### config.mk
export PLATFORM = sky130hd
export DESIGN_NAME = csplit2_6b_cache
export DESIGN_NICKNAME = d
export VERILOG_FILES = /design/src/rtl/csplit2_6b_cache_pkg.sv /design/src/rtl/csplit2_6b_cache_fifo.sv /design/src/rtl/csplit2_6b_cache.sv
export SDC_FILE = /design/constraint.sdc
export NUM_CORES = 1
export LEC_CHECK = 0
export CORE_ASPECT_RATIO = 0.75
export CORE_MARGIN = 2
export CORE_UTILIZATION = 35
export CTS_BUF_LIST = sky130_fd_sc_hd__clkbuf_8
export CTS_CLUSTER_DIAMETER = 60
export DETAILED_ROUTE_END_ITERATION = 10
export SYNTH_ARGS = -nofsm -noshare
export SYNTH_HDL_FRONTEND = slang
export SYNTH_HIERARCHICAL = 1
export SYNTH_SLANG_ARGS = --single-unit
### constraint.sdc
create_clock -name clk -period 2 [get_ports clk]
set_input_delay 0.3 -clock clk [delete_from_list [all_inputs] [get_ports clk]]
set_output_delay 0.3 -clock clk [all_outputs]
set_load 0.01 [all_outputs]
### src/rtl/csplit2_6b_cache_pkg.sv
// Shared types for the 1-to-2 split: handshake state of each output channel.
package csplit2_6b_cache_pkg;

    // IDLE: no token outstanding downstream; BUSY: a launched token awaits its free pulse.
    typedef enum logic {
        CH_IDLE = 1'b0,
        CH_BUSY = 1'b1
    } chanState_e;

endpackage

### src/rtl/csplit2_6b_cache_fifo.sv
// Small synchronous FIFO buffering tokens in front of one output channel.
module csplit_fifo #(
    parameter int DATA_WIDTH = 6,
    parameter int FIFO_DEPTH = 2
) (
    input  logic                  clk,
    input  logic                  rstn,
    input  logic                  push,
    input  logic [DATA_WIDTH-1:0] wdata,
    input  logic                  pop,
    output logic                  full,
    output logic                  empty,
    output logic [DATA_WIDTH-1:0] head
);

    localparam int PTR_W = (FIFO_DEPTH > 1) ? $clog2(FIFO_DEPTH) : 1;
    localparam int CNT_W = PTR_W + 1;
    localparam logic [CNT_W-1:0] DEPTH_CNT = CNT_W'(FIFO_DEPTH);

    logic [DATA_WIDTH-1:0] mem_q [FIFO_DEPTH];
    logic [PTR_W-1:0]      wrPtr_q, wrPtr_d;
    logic [PTR_W-1:0]      rdPtr_q, rdPtr_d;
    logic [CNT_W-1:0]      count_q, count_d;
    logic                  pushOk;
    logic                  popOk;

    // Flags come from the registered count, so a same-cycle pop never makes room for a push.
    assign full   = (count_q == DEPTH_CNT);
    assign empty  = (count_q == '0);
    assign head   = mem_q[rdPtr_q];
    assign pushOk = push && !full;
    assign popOk  = pop && !empty;

    // Advance pointers (wrapping at the power-of-two depth) and track occupancy.
    always_comb begin
        wrPtr_d = wrPtr_q;
        rdPtr_d = rdPtr_q;
        count_d = count_q;
        if (pushOk) begin
            wrPtr_d = wrPtr_q + PTR_W'(1);
        end
        if (popOk) begin
            rdPtr_d = rdPtr_q + PTR_W'(1);
        end
        if (pushOk && !popOk) begin
            count_d = count_q + CNT_W'(1);
        end else if (popOk && !pushOk) begin
            count_d = count_q - CNT_W'(1);
        end
    end

    // Pointer and count registers; reset empties the FIFO.
    always_ff @(posedge clk or negedge rstn) begin
        if (!rstn) begin
            wrPtr_q <= '0;
            rdPtr_q <= '0;
            count_q <= '0;
        end else begin
            wrPtr_q <= wrPtr_d;
            rdPtr_q <= rdPtr_d;
            count_q <= count_d;
        end
    end

    // Storage needs no reset: an entry is only read after it has been written.
    always_ff @(posedge clk) begin
        if (pushOk) begin
            mem_q[wrPtr_q] <= wdata;
        end
    end

endmodule

### src/rtl/csplit2_6b_cache.sv
// Clocked 1-to-2 split: one drive/free input routed by a select bit into two buffered outputs.
module csplit2_6b_cache
    import csplit2_6b_cache_pkg::*;
#(
    parameter int DATA_WIDTH = 6,
    parameter int FIFO_DEPTH = 2
) (
    input  logic                  clk,
    input  logic                  rstn,
    input  logic                  i_drive,
    input  logic [DATA_WIDTH-1:0] i_data,
    input  logic                  i_sel,
    output logic                  o_free,
    output logic                  o_drive0,
    output logic                  o_drive1,
    output logic [DATA_WIDTH-1:0] o_data0,
    output logic [DATA_WIDTH-1:0] o_data1,
    input  logic                  i_free0,
    input  logic                  i_free1,
    output logic                  o_err
);

    logic                  holdValid_q, holdValid_d;
    logic                  holdSel_q, holdSel_d;
    logic [DATA_WIDTH-1:0] holdData_q, holdData_d;
    logic                  free_q, free_d;
    logic                  err_q, err_d;
    logic                  accept;

    logic [1:0]            push;
    logic [1:0]            pop;
    logic [1:0]            full;
    logic [1:0]            empty;
    logic [1:0]            freeIn;
    logic [DATA_WIDTH-1:0] head [2];

    chanState_e            state_q [2];
    chanState_e            state_d [2];
    logic [1:0]            drive_q, drive_d;
    logic [DATA_WIDTH-1:0] data_q [2];
    logic [DATA_WIDTH-1:0] data_d [2];

    assign freeIn   = {i_free1, i_free0};
    assign push     = {accept & holdSel_q, accept & ~holdSel_q};
    assign o_free   = free_q;
    assign o_err    = err_q;
    assign o_drive0 = drive_q[0];
    assign o_drive1 = drive_q[1];
    assign o_data0  = data_q[0];
    assign o_data1  = data_q[1];

    csplit_fifo #(
        .DATA_WIDTH(DATA_WIDTH),
        .FIFO_DEPTH(FIFO_DEPTH)
    ) u_fifo0 (
        .clk  (clk),
        .rstn (rstn),
        .push (push[0]),
        .wdata(holdData_q),
        .pop  (pop[0]),
        .full (full[0]),
        .empty(empty[0]),
        .head (head[0])
    );

    csplit_fifo #(
        .DATA_WIDTH(DATA_WIDTH),
        .FIFO_DEPTH(FIFO_DEPTH)
    ) u_fifo1 (
        .clk  (clk),
        .rstn (rstn),
        .push (push[1]),
        .wdata(holdData_q),
        .pop  (pop[1]),
        .full (full[1]),
        .empty(empty[1]),
        .head (head[1])
    );

    // Input stage: capture into the single holding register, hand off to the selected FIFO, flag misuse.
    always_comb begin
        holdValid_d = holdValid_q;
        holdSel_d   = holdSel_q;
        holdData_d  = holdData_q;
        free_d      = 1'b0;
        err_d       = err_q;
        accept      = 1'b0;
        if (holdValid_q) begin
            if (!full[holdSel_q]) begin
                accept      = 1'b1;
                holdValid_d = 1'b0;
                free_d      = 1'b1;
            end
            if (i_drive) begin
                err_d = 1'b1;
            end
        end else if (i_drive) begin
            holdValid_d = 1'b1;
            holdSel_d   = i_sel;
            holdData_d  = i_data;
        end
        if (i_free0 && (state_q[0] == CH_IDLE)) begin
            err_d = 1'b1;
        end
        if (i_free1 && (state_q[1] == CH_IDLE)) begin
            err_d = 1'b1;
        end
    end

    // Input-stage registers; reset discards any held token and clears the sticky error.
    always_ff @(posedge clk or negedge rstn) begin
        if (!rstn) begin
            holdValid_q <= 1'b0;
            holdSel_q   <= 1'b0;
            holdData_q  <= '0;
            free_q      <= 1'b0;
            err_q       <= 1'b0;
        end else begin
            holdValid_q <= holdValid_d;
            holdSel_q   <= holdSel_d;
            holdData_q  <= holdData_d;
            free_q      <= free_d;
            err_q       <= err_d;
        end
    end

    // Output channels: an idle channel launches its FIFO head, a busy one waits for the free pulse.
    always_comb begin
        for (int n = 0; n < 2; n++) begin
            state_d[n] = state_q[n];
            data_d[n]  = data_q[n];
            drive_d[n] = 1'b0;
            pop[n]     = 1'b0;
            case (state_q[n])
                CH_IDLE: begin
                    if (!empty[n]) begin
                        pop[n]     = 1'b1;
                        data_d[n]  = head[n];
                        drive_d[n] = 1'b1;
                        state_d[n] = CH_BUSY;
                    end
                end
                CH_BUSY: begin
                    if (freeIn[n]) begin
                        state_d[n] = CH_IDLE;
                    end
                end
                default: state_d[n] = CH_IDLE;
            endcase
        end
    end

    // Output channel registers; launched data stays on the port until the next launch.
    always_ff @(posedge clk or negedge rstn) begin
        if (!rstn) begin
            state_q[0] <= CH_IDLE;
            state_q[1] <= CH_IDLE;
            data_q[0]  <= '0;
            data_q[1]  <= '0;
            drive_q    <= '0;
        end else begin
            state_q[0] <= state_d[0];
            state_q[1] <= state_d[1];
            data_q[0]  <= data_d[0];
            data_q[1]  <= data_d[1];
            drive_q    <= drive_d;
        end
    end

endmodule

* Word-level counts from Yosys, hierarchy flattened *
Memories as Yosys holds them, arrays and structs flattened. A register that Yosys moved wholly into a read port is not among the register bits.
Cells that the tools add are included.

storage, ports and cells
  bits in registers = 22
  latch bits = 0
  bits in writable memories = 24
  memory bits (read-only) = 0
  input port bits = 12
  word-level logic and storage cells = 92
  memories = 2

memory list
  name           depth  width  rd ports  clocked after memory_dff  wr ports  line                         RTL
  u_fifo0.mem_q  2      6      1         1                         1         csplit2_6b_cache_fifo.sv:20  logic [DATA_WIDTH-1:0] mem_q [FIFO_DEPTH];
  u_fifo1.mem_q  2      6      1         1                         1         csplit2_6b_cache_fifo.sv:20

operators by class
  add/sub/neg operators = 8
  multipliers = 0
  divide/modulo/power cells = 0
  $lt $le $gt $ge = 1
  eq/ne operators = 2
  shifts and indexed selects = 0
  muxes and demuxes = 27
  bitwise operators = 8
  reductions and logical operators = 30

operators with widths
  cell                   count
  $mux W1                21
  $logic_and A1 B1 Y1    10
  $logic_not A1 Y1       10
  $mux W2                4
  $reduce_and A2 Y1      4
  $not A1 Y1             6
  $reduce_bool A3 Y1     2
  $add A1 B1 Y1 const B  4
  $add A2 B1 Y2 const B  2
  $eq A2 B2 Y1 const B   2
  $logic_not A2 Y1       2
  $pmux W1 S2            2
  $reduce_bool A2 Y1     2
  $sub A2 B1 Y2 const B  2
  $and A1 B1 Y1          2
  $lt A1 B2 Y1 const B   1

* Depth between registers and ports, before layout *
  depth after elaboration = 11
  gate-level depth with buffers = 10

* By module *
The synthesis kept the hierarchy.

modules (own cells, without submodules)
  module            times used  cells each  area an instance (um^2)  seq. area each (um^2)
  csplit_fifo       2           38          639.4                    460.4
  csplit2_6b_cache  1           60          1018.5                   650.6

* Worst setup path after synthesis *
No wires, ideal clock.

  path type = reg-to-reg
  start point = register u_fifo0.count_q[0]
  end point = register u_fifo1.count_q[1]
  library setup time = 79 ps
  arrival = 1652 ps
  setup slack = 269 ps
  cell stages (with the launch flop) = 10
  buffers on the path = 0
  clock period less this slack = 1731 ps
  cell sequence = dfrtp_1 nand2b_1 inv_1 mux2i_1 and3_2 nand2_2 inv_1 ha_1 nor2_1 xor2_1

on the way
  longest elaborated chain between the ends = 10
  elaborated cells between the ends (all ways) = 12
  those cells by class = 1 x eq/ne; 5 x mux; 1 x bitwise; 5 x reduce/logical

RTL lines
  element                                         line                         RTL
  from (decl)                                     csplit2_6b_cache_fifo.sv:23  logic [CNT_W-1:0] count_q, count_d;
  from (signal assigned)                          csplit2_6b_cache_fifo.sv:61  count_q <= count_d;
  $eq A2 B2 Y1 (*)                                csplit2_6b_cache_fifo.sv:28  assign full = (count_q == DEPTH_CNT);
  via full[0]                                     csplit2_6b_cache.sv:32       logic [1:0] full;
  $mux W1 (not written as such) (*) (2 in a row)  csplit2_6b_cache.sv:89       if (!full[holdSel_q]) begin
  $mux W1 (*)                                     csplit2_6b_cache.sv:89
  $mux W1 (*)                                     csplit2_6b_cache.sv:88       if (holdValid_q) begin
  $and A1 B1 Y1 (*)                               csplit2_6b_cache.sv:44       assign push = {accept & holdSel_q, accept & ~holdSel_q};
  via push[1]                                     csplit2_6b_cache.sv:30       logic [1:0] push;
  $logic_and A1 B1 Y1 (*)                         csplit2_6b_cache_fifo.sv:31  assign pushOk = push && !full;
  via u_fifo1.pushOk                              csplit2_6b_cache_fifo.sv:24  logic pushOk;
  $logic_not A1 Y1                                csplit2_6b_cache_fifo.sv:47  end else if (popOk && !pushOk) begin
  $logic_and A1 B1 Y1                             csplit2_6b_cache_fifo.sv:47
  $reduce_bool A2 Y1 (no source line)             --
  to (signal assigned)                            csplit2_6b_cache_fifo.sv:61
  to (decl)                                       csplit2_6b_cache_fifo.sv:23

Mark *: on every way through the listed nets, which the timed path passes. The rest lies on a longest branch. The select of a mux whose other input is x is not followed.
A chain may end at the register's enable or synchronous reset.

* Worst setup path after layout *
  start point = register u_fifo1.count_q[0]
  end point = register u_fifo1.count_q[1]

on the way
  longest elaborated chain between the ends = 10
  elaborated cells between the ends (all ways) = 22
  those cells by class = 2 x add/sub; 1 x eq/ne; 8 x mux; 1 x bitwise; 10 x reduce/logical

RTL lines
  element                                         line
  $eq A2 B2 Y1 (*)                                csplit2_6b_cache_fifo.sv:28
  via full[1]                                     csplit2_6b_cache.sv:32
  $mux W1 (not written as such) (*) (2 in a row)  csplit2_6b_cache.sv:89
  $mux W1 (*)                                     csplit2_6b_cache.sv:89
  $mux W1 (*)                                     csplit2_6b_cache.sv:88
  $and A1 B1 Y1 (*)                               csplit2_6b_cache.sv:44
  via push[1]                                     csplit2_6b_cache.sv:30
  $logic_and A1 B1 Y1 (*)                         csplit2_6b_cache_fifo.sv:31
  via u_fifo1.pushOk                              csplit2_6b_cache_fifo.sv:24
  $logic_not A1 Y1                                csplit2_6b_cache_fifo.sv:47
  $logic_and A1 B1 Y1                             csplit2_6b_cache_fifo.sv:47
  $reduce_bool A2 Y1 (no source line)             --

Marks and branches as above.

==> out/qor.csv <==
stage;metric;value;unit
run_status;status;complete, no violations;
clock_tree;path_clk_slew;0.07;ns
grt;grt_pass1_vias;1282;
worst_setup_path;required;2.25;ns
finish;area_delta_synth_final;26.1;%
timing;worstMarginPinSlew;0.442;ns
grt;top_usage_layer;met2;
yosys;synth_fp_nets;150;
die;core_area;6320;um2
finish;final_net_count;191;
grt;grt_overflow;0;
clock_tree;cts-root-buf;clkbuf_8;
power;power_leakage;0.00118;uW
timing;rsz0062_at_grt;no;
finish;final_cell_count_no_fill;262;
timing;setup_viol;0;
clock_tree;cts.sinks;58;
clock_tree;hold_buffers;0;
finish;diodes;0;
clock_tree;cts_buffers;9;
yosys;synth_area_per_cell;16.9;um2
timing;period_minus_slack;1.84;ns
yosys;ys_seq_area_share;68.4;%
yosys;synth.distinct_cells;26;
grt;antenna_found_initial;0;
yosys;syn_area;2300;um2
die;num_rows;25;
flow_run;maxCapViolCount;0;
grt;use_met3;7.14;%
grt;grt_max_degree;35;
placement;dp.cells;245;
grt;grt_first_pass_wirelength;6410;um
worst_setup_path;critPathKind;flip-flop to flip-flop;
worst_setup_path;cp_max_fo;5;
drt;wl_per_cell;14.9;um
power;p_per_area;1700;nW/um2
clock_tree;clock_path_buffers;2;
drt;first_iter_violations;49;
timing;slew_headroom;70.5;%
timing;slew_violations;0;
placement;gp_congestion;0.677;
grt;grt_use_total;12.2;%
timing;setup_tns;0;ns
yosys;synth-seq-cells;58;
finish;drive_gt1_share;30.4;%
die;die_w;97.6;um
timing;max_freq;542;MHz
worst_setup_path;crit_path_start_kind;flip-flop;
grt;met2_usage;18.5;%
drt;drtPass1Iterations;4;
die;start_util;36.4;%
placement;hpwl;2660;um
power;vdd_drop_max;0.612;mV
timing;fin_skew;0.00882;ns
drt;ant_nets;0;
placement;io_buffers;27;
grt;gr-usage-met1;14.7;%
clock_tree;htreeDepth;3;
die;die_h;74.2;um
yosys;netlist_instances;136;
timing;finalHoldViolCount;0;
drt;vias;1200;
worst_setup_path;critPathCaptureType;flip-flop;
die;die_area;7230;um2
yosys;ys_warn_count;6;
timing;post-route-period-util;92.2;%
clock_tree;tritoncts;done;
clock_tree;insertion_delay;0.33;ns
drt;viasPerCell;4.58;
min_path;hold_path.class;input pin to async pin;
drt;routed_wl;3890;um
drt;drc_errors;0;
worst_setup_path;worstPathArrival;2.10;ns
die;ioPinCount;28;
==> Yosys cell counts <==
library cell / instances / area, um2
nor2b_1: 2 / 12.5
o21ai_1: 2 / 10.0
xor2_1: 4 / 35.0
mux2_4: 7 / 105
nor2_4: 2 / 22.5
and2_2: 1 / 7.51
buf_6: 1 / 11.3
a21oi_1: 1 / 5.00
mux2_1: 8 / 90.1
and3_1: 2 / 12.5
nand2b_1: 2 / 12.5
buf_2: 2 / 10.0
nor2b_2: 1 / 8.76
nor3b_1: 1 / 7.51
a2111o_1: 1 / 11.3
inv_1: 4 / 15.0
dfrtp_1: 34 / 851
nand2_2: 2 / 12.5
xnor2_2: 2 / 32.5
and3_2: 1 / 7.51
xnor2_1: 4 / 35.0
nor2_1: 7 / 26.3
ha_1: 2 / 25.0
mux2_2: 16 / 180
edfxtp_1: 24 / 721
mux2i_1: 3 / 30.0
==> per-stage QoR <==
step	hold WS, ns	total power, uW	setup WS [ns]	util, %	cell area (um2)
floorplan	0.00441	3230	0.269	-	2300
global placement	0.461	3760	0.205	42.4	2680
detailed placement	0.472	3870	0.129	42.4	2680
CTS	0.378	4960	0.124	45.5	2870
global route	0.390	5270	0.00630	45.9	2900
finish	0.373	4920	0.155	45.9	2900
==> metal layers <==
layer / vias up / share of wire, %
met4: 0 / 1.5
met1: 603 / 45
met3: 8 / 6.1
met5: - / 0
li1: 563 / -
met2: 26 / 47
==> power breakdown <==
group,switching [uW],internal [uW],leakage (uW)
registers,385,1810,0.000613
logic,662,1000,0.000465
clock network,431,627,0.000106
==> cell families (layout without fill, tap and decap cells) <==
family          after synthesis  count (layout)  synth area share, %
simple gates                 21              21                 5.66
mux                          34              34                 17.6
compound gates                4               4                 1.14
xor+xnor                     10              10                 4.47
fa+ha+maj                     2               2                 1.09
flops                        58              58                 68.4
buf+inv                       7              52                 1.58
==> cell type report <==
type,instances,area (um2)
Timing Repair Buffer,33,315
Sequential cell,58,1570
Clock inverter,4,43.8
Tap cell,81,101
Multi-Input combinational cell,71,697
Fill cell,553,3420
Clock buffer,11,151
Inverter,4,15.0
==> layout by cell type, fill, tap and decap left out <==
cell type,count
nand2b_4,1
and3_1,2
nor2b_1,2
edfxtp_1,24
xnor2_2,2
a2111o_1,1
clkinv_2,2
nor2_4,2
mux2i_1,3
clkdlybuf4s50_1,27
nand2_2,2
mux2_1,8
nor3b_1,1
ha_1,2
nor2b_2,1
bufinv_16,1
xor2_1,4
and2_2,1
o21ai_1,2
clkbuf_8,11
a21oi_1,1
dfrtp_2,2
xnor2_1,4
mux2_4,7
mux2_2,16
nand2b_1,1
dfrtp_1,32
nor2_1,7
and3_2,1
inv_1,5
buf_4,6
==> sequential cells by signal, summed over array words and instances, names as in the netlist <==
signal	flops
holdValid_q	1
u_fifo1/rdPtr_q	1
holdSel_q	1
u_fifo1/wrPtr_q	1
u_fifo1/mem_q	12
u_fifo0/rdPtr_q	1
u_fifo0/count_q	2
o_data1	6
holdData_q	6
u_fifo0/wrPtr_q	1
state_q	2
drive_q	2
o_free	1
o_data0	6
o_err	1
u_fifo1/count_q	2
u_fifo0/mem_q	12
==> worst max-delay path, cell delays in order, from the launching register on <==
cell and delay (ns):
dfrtp_2 0.43, nand2b_1 0.18, inv_1 0.06, mux2i_1 0.09
and3_2 0.23, nand2_2 0.09, inv_1 0.06, ha_1 0.20
xor2_1 0.14, nor2_1 0.13, xor2_1 0.15
==> timing repair <==
| item | in CTS | in global routing |
|---|---|---|
| endpoints found under the setup margin | 0 | 2 |
| resized for setup | 0 | 3 |
| setup buffers | 0 | 2 |
==> path summary, 6_finish.rpt <==
check	start	endpoint	slack [ns]	depth (start not counted)
hold reg to reg	o_err	o_err	0.49	1
setup reg to reg	u_fifo1/count_q[0]	u_fifo1/count_q[1]	0.16	10
setup / recovery	u_fifo1/count_q[0]	u_fifo1/count_q[1]	0.16	10
hold / removal	rstn	o_data1[5]	0.37	2
max in group asynchronous	rstn	u_fifo1/count_q[0]	1.28	2
min in group clk	o_err	o_err	0.49	1
Power figures use the tool's default switching activity.
==> RTL change 1, RTL diff (same settings) <==
Put a register stage on the outputs `o_drive0`, `o_drive1`, `o_data0` and `o_data1`, cleared by the reset. The values now appear one clock later. The other outputs are not delayed to match.
--- a/src/rtl/csplit2_6b_cache.sv
+++ b/src/rtl/csplit2_6b_cache.sv
@@ -46,6 +46,15 @@
     assign o_err    = err_q;
-    assign o_drive0 = drive_q[0];
-    assign o_drive1 = drive_q[1];
-    assign o_data0  = data_q[0];
-    assign o_data1  = data_q[1];
+    always_ff @(posedge clk or negedge rstn) begin
+        if (!rstn) begin
+            o_drive0 <= '0;
+            o_drive1 <= '0;
+            o_data0  <= '0;
+            o_data1  <= '0;
+        end else begin
+            o_drive0 <= drive_q[0];
+            o_drive1 <= drive_q[1];
+            o_data0  <= data_q[0];
+            o_data1  <= data_q[1];
+        end
+    end
 
Function: changed (a bounded check fails within 4 cycles, from zero or initial values and one cycle with rstn low).
==> RTL change 1 against the original RTL <==
  * Final area up 13%
  * Total power up 12%
  * Routed wire length up 4.5%
  * Largest power group unchanged
  * Critical path type unchanged
  * Synthesized area up 15%
  * Setup slack better by 0.038 ns
  * Sequential cell count up 14
  * First-iteration DRC count down 6.1%
  * Via count up 5.3%
  * Non-clock buffer count down 2
==> RTL change 1: results <==
export IMPL_status="complete, no violations"
export IMPL_r2r_cells=8
export IMPL_grt_use_met1=0.144
export IMPL_synth_seq_cells=72
export IMPL_nClkBuffers=10
export IMPL_nNonClkBuffers=31
export IMPL_synth_nets=163
export IMPL_vias=1263
export IMPL_yosysSeqAreaShare=0.727
export IMPL_p_leak_nw=1.35
export IMPL_first_iter_violations=46
export IMPL_antenna_found_initial=0
export IMPL_post_dp_cell_area_um2=3060
export IMPL_fill_cells=688
export IMPL_clk_share=0.0679
export IMPL_dp_cells=278
export IMPL_routed_wirelength_um=4070
export IMPL_tightest_slew_ns=0.610
export IMPL_reg2reg_to="u_fifo0/count_q[1]$_DFFE_PN0P_"
export IMPL_peakVddDrop_mv=0.669
export IMPL_clkPwrFrac=0.226
export IMPL_drive_above_1_share=0.264
export IMPL_grt_first_pass_wirelength_um=6960
export IMPL_grt_pass1_vias=1358
export IMPL_p_total_w=0.00552
export IMPL_netlist_instances=149
export IMPL_wl_met2_um=1840
export IMPL_nonClkBufAreaFrac=0.0939
export IMPL_seq_share=0.586
export IMPL_fin_worst_skew_ns=0.0130
export IMPL_wl_met3_um=143
export IMPL_cts_resized=0
export IMPL_place_congestion=0.666
export IMPL_worstSetupStartpoint="u_fifo0/count_q[0]$_DFFE_PN0P_"
export IMPL_multiInputGateArea_um2=684
export IMPL_grt_use_met2=0.171
export IMPL_area_delta_synth_final_pct=24.1
export IMPL_syn_area_per_cell_um2=17.7
export IMPL_dp_slack_ns=0.196
export IMPL_swShare=0.287
export IMPL_comb_multi_input_count=70
export IMPL_cts_root_buf="clkbuf_8"
export IMPL_grt_util_all_layers=0.113
export IMPL_met3_usage=0.0476
export IMPL_grt_max_degree=49
export IMPL_pwr_share_seq=0.477
export IMPL_instances_no_fill=294
export IMPL_cpMaxStageDelayCell="dfrtp_1"
export IMPL_synthTopCellsByCount="dfrtp_1 (48), edfxtp_1 (24), mux2_2 (16), mux2_1 (8)"
export IMPL_synth_async_sr_flop_share=0.667
export IMPL_met1_length_um=2030
export IMPL_reg_largest_list="data_q: 12 flops, u_fifo0/mem_q: 12 flops, u_fifo1/mem_q: 12 flops"
[RTL change 1: changes by cell type after synthesis]
cell / before / now
a21oi_1: 1 / 0
and2_2: 1 / 0
and3_2: 1 / 0
and3b_1: 0 / 1
dfrtp_1: 34 / 48
mux2i_1: 3 / 2
nor3_1: 0 / 1
nor3b_1: 1 / 0
nor3b_2: 0 / 1
or2_1: 0 / 1
[RTL change 1: cell families (layout without fill, tap and decap cells)]
| group | count (synthesis) | after routing | share of synthesized area |
|---|---|---|---|
| flip-flops | 72 | 72 | 0.727 |
| AND/OR/NAND/NOR | 22 | 22 | 0.0530 |
| multiplexers | 33 | 33 | 0.150 |
| XOR/XNOR | 10 | 10 | 0.0388 |
| buffers and inverters | 7 | 51 | 0.0137 |
| adder cells (fa/ha/maj) | 2 | 2 | 0.00947 |
| AO/OA/AOI/OAI | 3 | 3 | 0.00805 |
==> RTL change 2, RTL diff (same flow settings) <==
Made on the original files. `FIFO_DEPTH` is set to 2 in 2 places; all go to 8.
--- a/src/rtl/csplit2_6b_cache_fifo.sv
+++ b/src/rtl/csplit2_6b_cache_fifo.sv
@@ -3,3 +3,3 @@
     parameter int DATA_WIDTH = 6,
-    parameter int FIFO_DEPTH = 2
+    parameter int FIFO_DEPTH = 8
 ) (
--- a/src/rtl/csplit2_6b_cache.sv
+++ b/src/rtl/csplit2_6b_cache.sv
@@ -5,3 +5,3 @@
     parameter int DATA_WIDTH = 6,
-    parameter int FIFO_DEPTH = 2
+    parameter int FIFO_DEPTH = 8
 ) (
Function: changed (a bounded check fails within 10 cycles, from zero or initial values and one cycle with rstn low).
==> RTL change 2 against the original RTL <==
  * The run now ends with setup timing left
  * Sequential cell count is 84 higher
  * Routed wire length grew to 2.9 times the old value
  * Count of clock-buffer cells in the layout is 7 higher
  * Clock skew is 0.0090 ns higher
  * Sequential power is 130% higher
  * Total power grew to 2.5 times the old value
  * Setup slack worse by 0.69 ns
  * Utilization is 0.45 points higher
  * Synthesized area grew to 2.6 times the old value
  * Sequential share of layout area is 2.5 points lower
  * Final area grew to 2.7 times the old value
  * Global-route usage is 1.1 points higher
  * Largest power group is now combinational logic
==> RTL change 2: results <==
export IMPL_status="finished, violations left"
export IMPL_violations="setup timing"
export IMPL_firstDrtPassIters=5
export IMPL_grt_max_degree=25
export IMPL_hold_path_class="input pin to async pin"
export IMPL_drive_above_1_share=0.420
export IMPL_grt_pass1_vias=3457
export IMPL_max_slew_margin=0.588
export IMPL_grt_first_pass_wirelength_um=18500
export IMPL_reg2reg_to="u_fifo1/count_q[3]$_DFFE_PN0P_"
export IMPL_place_congestion=0.767
export IMPL_cp_arrival_ns=2.84
export IMPL_rr_startpoint="u_fifo0/count_q[1]$_DFFE_PN0P_"
export IMPL_viasPerCell=4.91
export IMPL_dpl_hpwl_um=7600
export IMPL_internal_power_w=0.00838
export IMPL_clk_latency_ns=0.43
export IMPL_setup_viol_count_final=57
export IMPL_nets=454
export IMPL_yosys_cell_types_count=37
export IMPL_synthFlopType="edfxtp_1"
export IMPL_ys_warn_count=6
export IMPL_fin_ws_ns=-0.530
export IMPL_numCtsBuffers=17
export IMPL_port_buffer_count=27
export IMPL_htree_levels=4
export IMPL_p_comb_frac=0.434
export IMPL_synthTopCellsByArea="edfxtp_1 (48%), dfrtp_1 (19%), mux4_1 (10%), mux2_2 (5.2%), ha_1 (2.1%)"
export IMPL_path_max_fanout=2
export IMPL_path_clk_slew_ns=0.08
export IMPL_synth_compound_area_share=0.0255
export IMPL_fin_worst_skew_ns=0.0178
export IMPL_yosysSeqAreaShare=0.669
export IMPL_synthMuxAreaShare=0.186
export IMPL_ctsLongestPathBuffers=2
export IMPL_routedWlPerCell_um=17.3
export IMPL_synthTopCellsByCount="edfxtp_1 (96), dfrtp_1 (46), mux2_2 (28), mux4_1 (24), nor2_1 (15)"
export IMPL_antenna_found_initial=0
export IMPL_cts_root_buf="clkbuf_8"
export IMPL_reg_largest_list="u_fifo0/mem_q: 48 flops, u_fifo1/mem_q: 48 flops"
export IMPL_r2r_cells=12
export IMPL_synthAdderAreaFrac=0.0274
export IMPL_synth_nets=350
export IMPL_p_clk_w=0.00212
export IMPL_post_dp_cell_area_um2=6970
export IMPL_first_iter_violations=134
export IMPL_syn_area_per_cell_um2=18.5
export IMPL_synth_edf_count=96
export IMPL_vias=3231
export IMPL_synth_async_sr_flop_share=0.324
export IMPL_synth_xor_area_frac=0.0174
export IMPL_p_leak_nw=2.84
export IMPL_peakVddDrop_mv=0.732
export IMPL_grt_util_all_layers=0.133
export IMPL_diodes=0
export IMPL_dp_cells=608
[RTL change 2: critical path, stage by stage, from the launching register on]
cell and delay (ns):
dfrtp_2 0.41, or4b_4 0.56, inv_4 0.08, mux2i_2 0.07
and3_4 0.17, nand2_4 0.05, inv_2 0.04, ha_4 0.16
inv_4 0.06, ha_4 0.19, or4_4 0.41, o211ai_1 0.12
o211ai_1 0.10
[RTL change 2: worst max-delay path by stage]
stage | cells past startpoint | end | slack (ns) | start
2_1_floorplan | 12 | u_fifo1/count_q[3]$_DFFE_PN0P_ | -0.71 | u_fifo0/count_q[2]$_DFFE_PN0P_
3_3_place_gp | 12 | u_fifo1/count_q[3]$_DFFE_PN0P_ | -0.52 | u_fifo0/count_q[1]$_DFFE_PN0P_
3_5_place_dp | 12 | u_fifo1/count_q[3]$_DFFE_PN0P_ | -0.62 | u_fifo0/count_q[2]$_DFFE_PN0P_
4_1_cts | 12 | u_fifo0/count_q[3]$_DFFE_PN0P_ | -0.54 | u_fifo0/count_q[0]$_DFFE_PN0P_
5_1_grt | 12 | u_fifo1/count_q[3]$_DFFE_PN0P_ | -0.62 | u_fifo0/count_q[1]$_DFFE_PN0P_
6_report | 12 | u_fifo1/count_q[3]$_DFFE_PN0P_ | -0.53 | u_fifo0/count_q[1]$_DFFE_PN0P_
[RTL change 2: timing repair]
| action | in CTS | in global routing |
|---|---|---|
| buffers inserted | 17 | 6 |
| hold endpoints to repair | 22 | 0 |
| endpoints found under the setup margin | 60 | 93 |
| pin swaps | 19 | 17 |
| hold buffers | 1 | 0 |
| resized for setup | 47 | 18 |
| gates cloned | 0 | 0 |
[RTL change 2: cell families after synthesis]
family / count (synthesis)
fa+ha+maj: 12
mux: 66
xor+xnor: 12
simple gates: 61
buf+inv: 17
compound gates: 16
flops: 142
[RTL change 2: layout make-up]
cell class,instances,area [um2]
fill,1418,9030
clock buffer,18,248
tap,215,269
sequential,142,4040
timing repair buffer,94,877
multi-input combinational,167,2200
inverter,8,37.5
clock inverter,14,119
[RTL change 2: per-stage QoR]
step | utilization | hold slack (ns) | setup WS [ns] | setup TNS, ns | power, W
after floorplan | - | 0.00441 | -0.706 | -2.62 | 0.00770
after global placement | 0.414 | 0.362 | -0.517 | -9.47 | 0.00930
after detailed placement | 0.414 | 0.359 | -0.622 | -13.37 | 0.00949
after CTS | 0.456 | 0.411 | -0.542 | -4.83 | 0.0124
after global routing | 0.463 | 0.432 | -0.621 | -16.52 | 0.0133
final | 0.463 | 0.426 | -0.530 | -10.34 | 0.0125
[RTL change 2: routing by layer]
layer | vias up | global-route usage | share of wire
li1 | 1507 | - | -
met5 | - | 0 | 0
met4 | 0 | 0.0453 | 0.011
met1 | 1651 | 0.184 | 0.49
met3 | 11 | 0.0387 | 0.033
met2 | 62 | 0.203 | 0.47
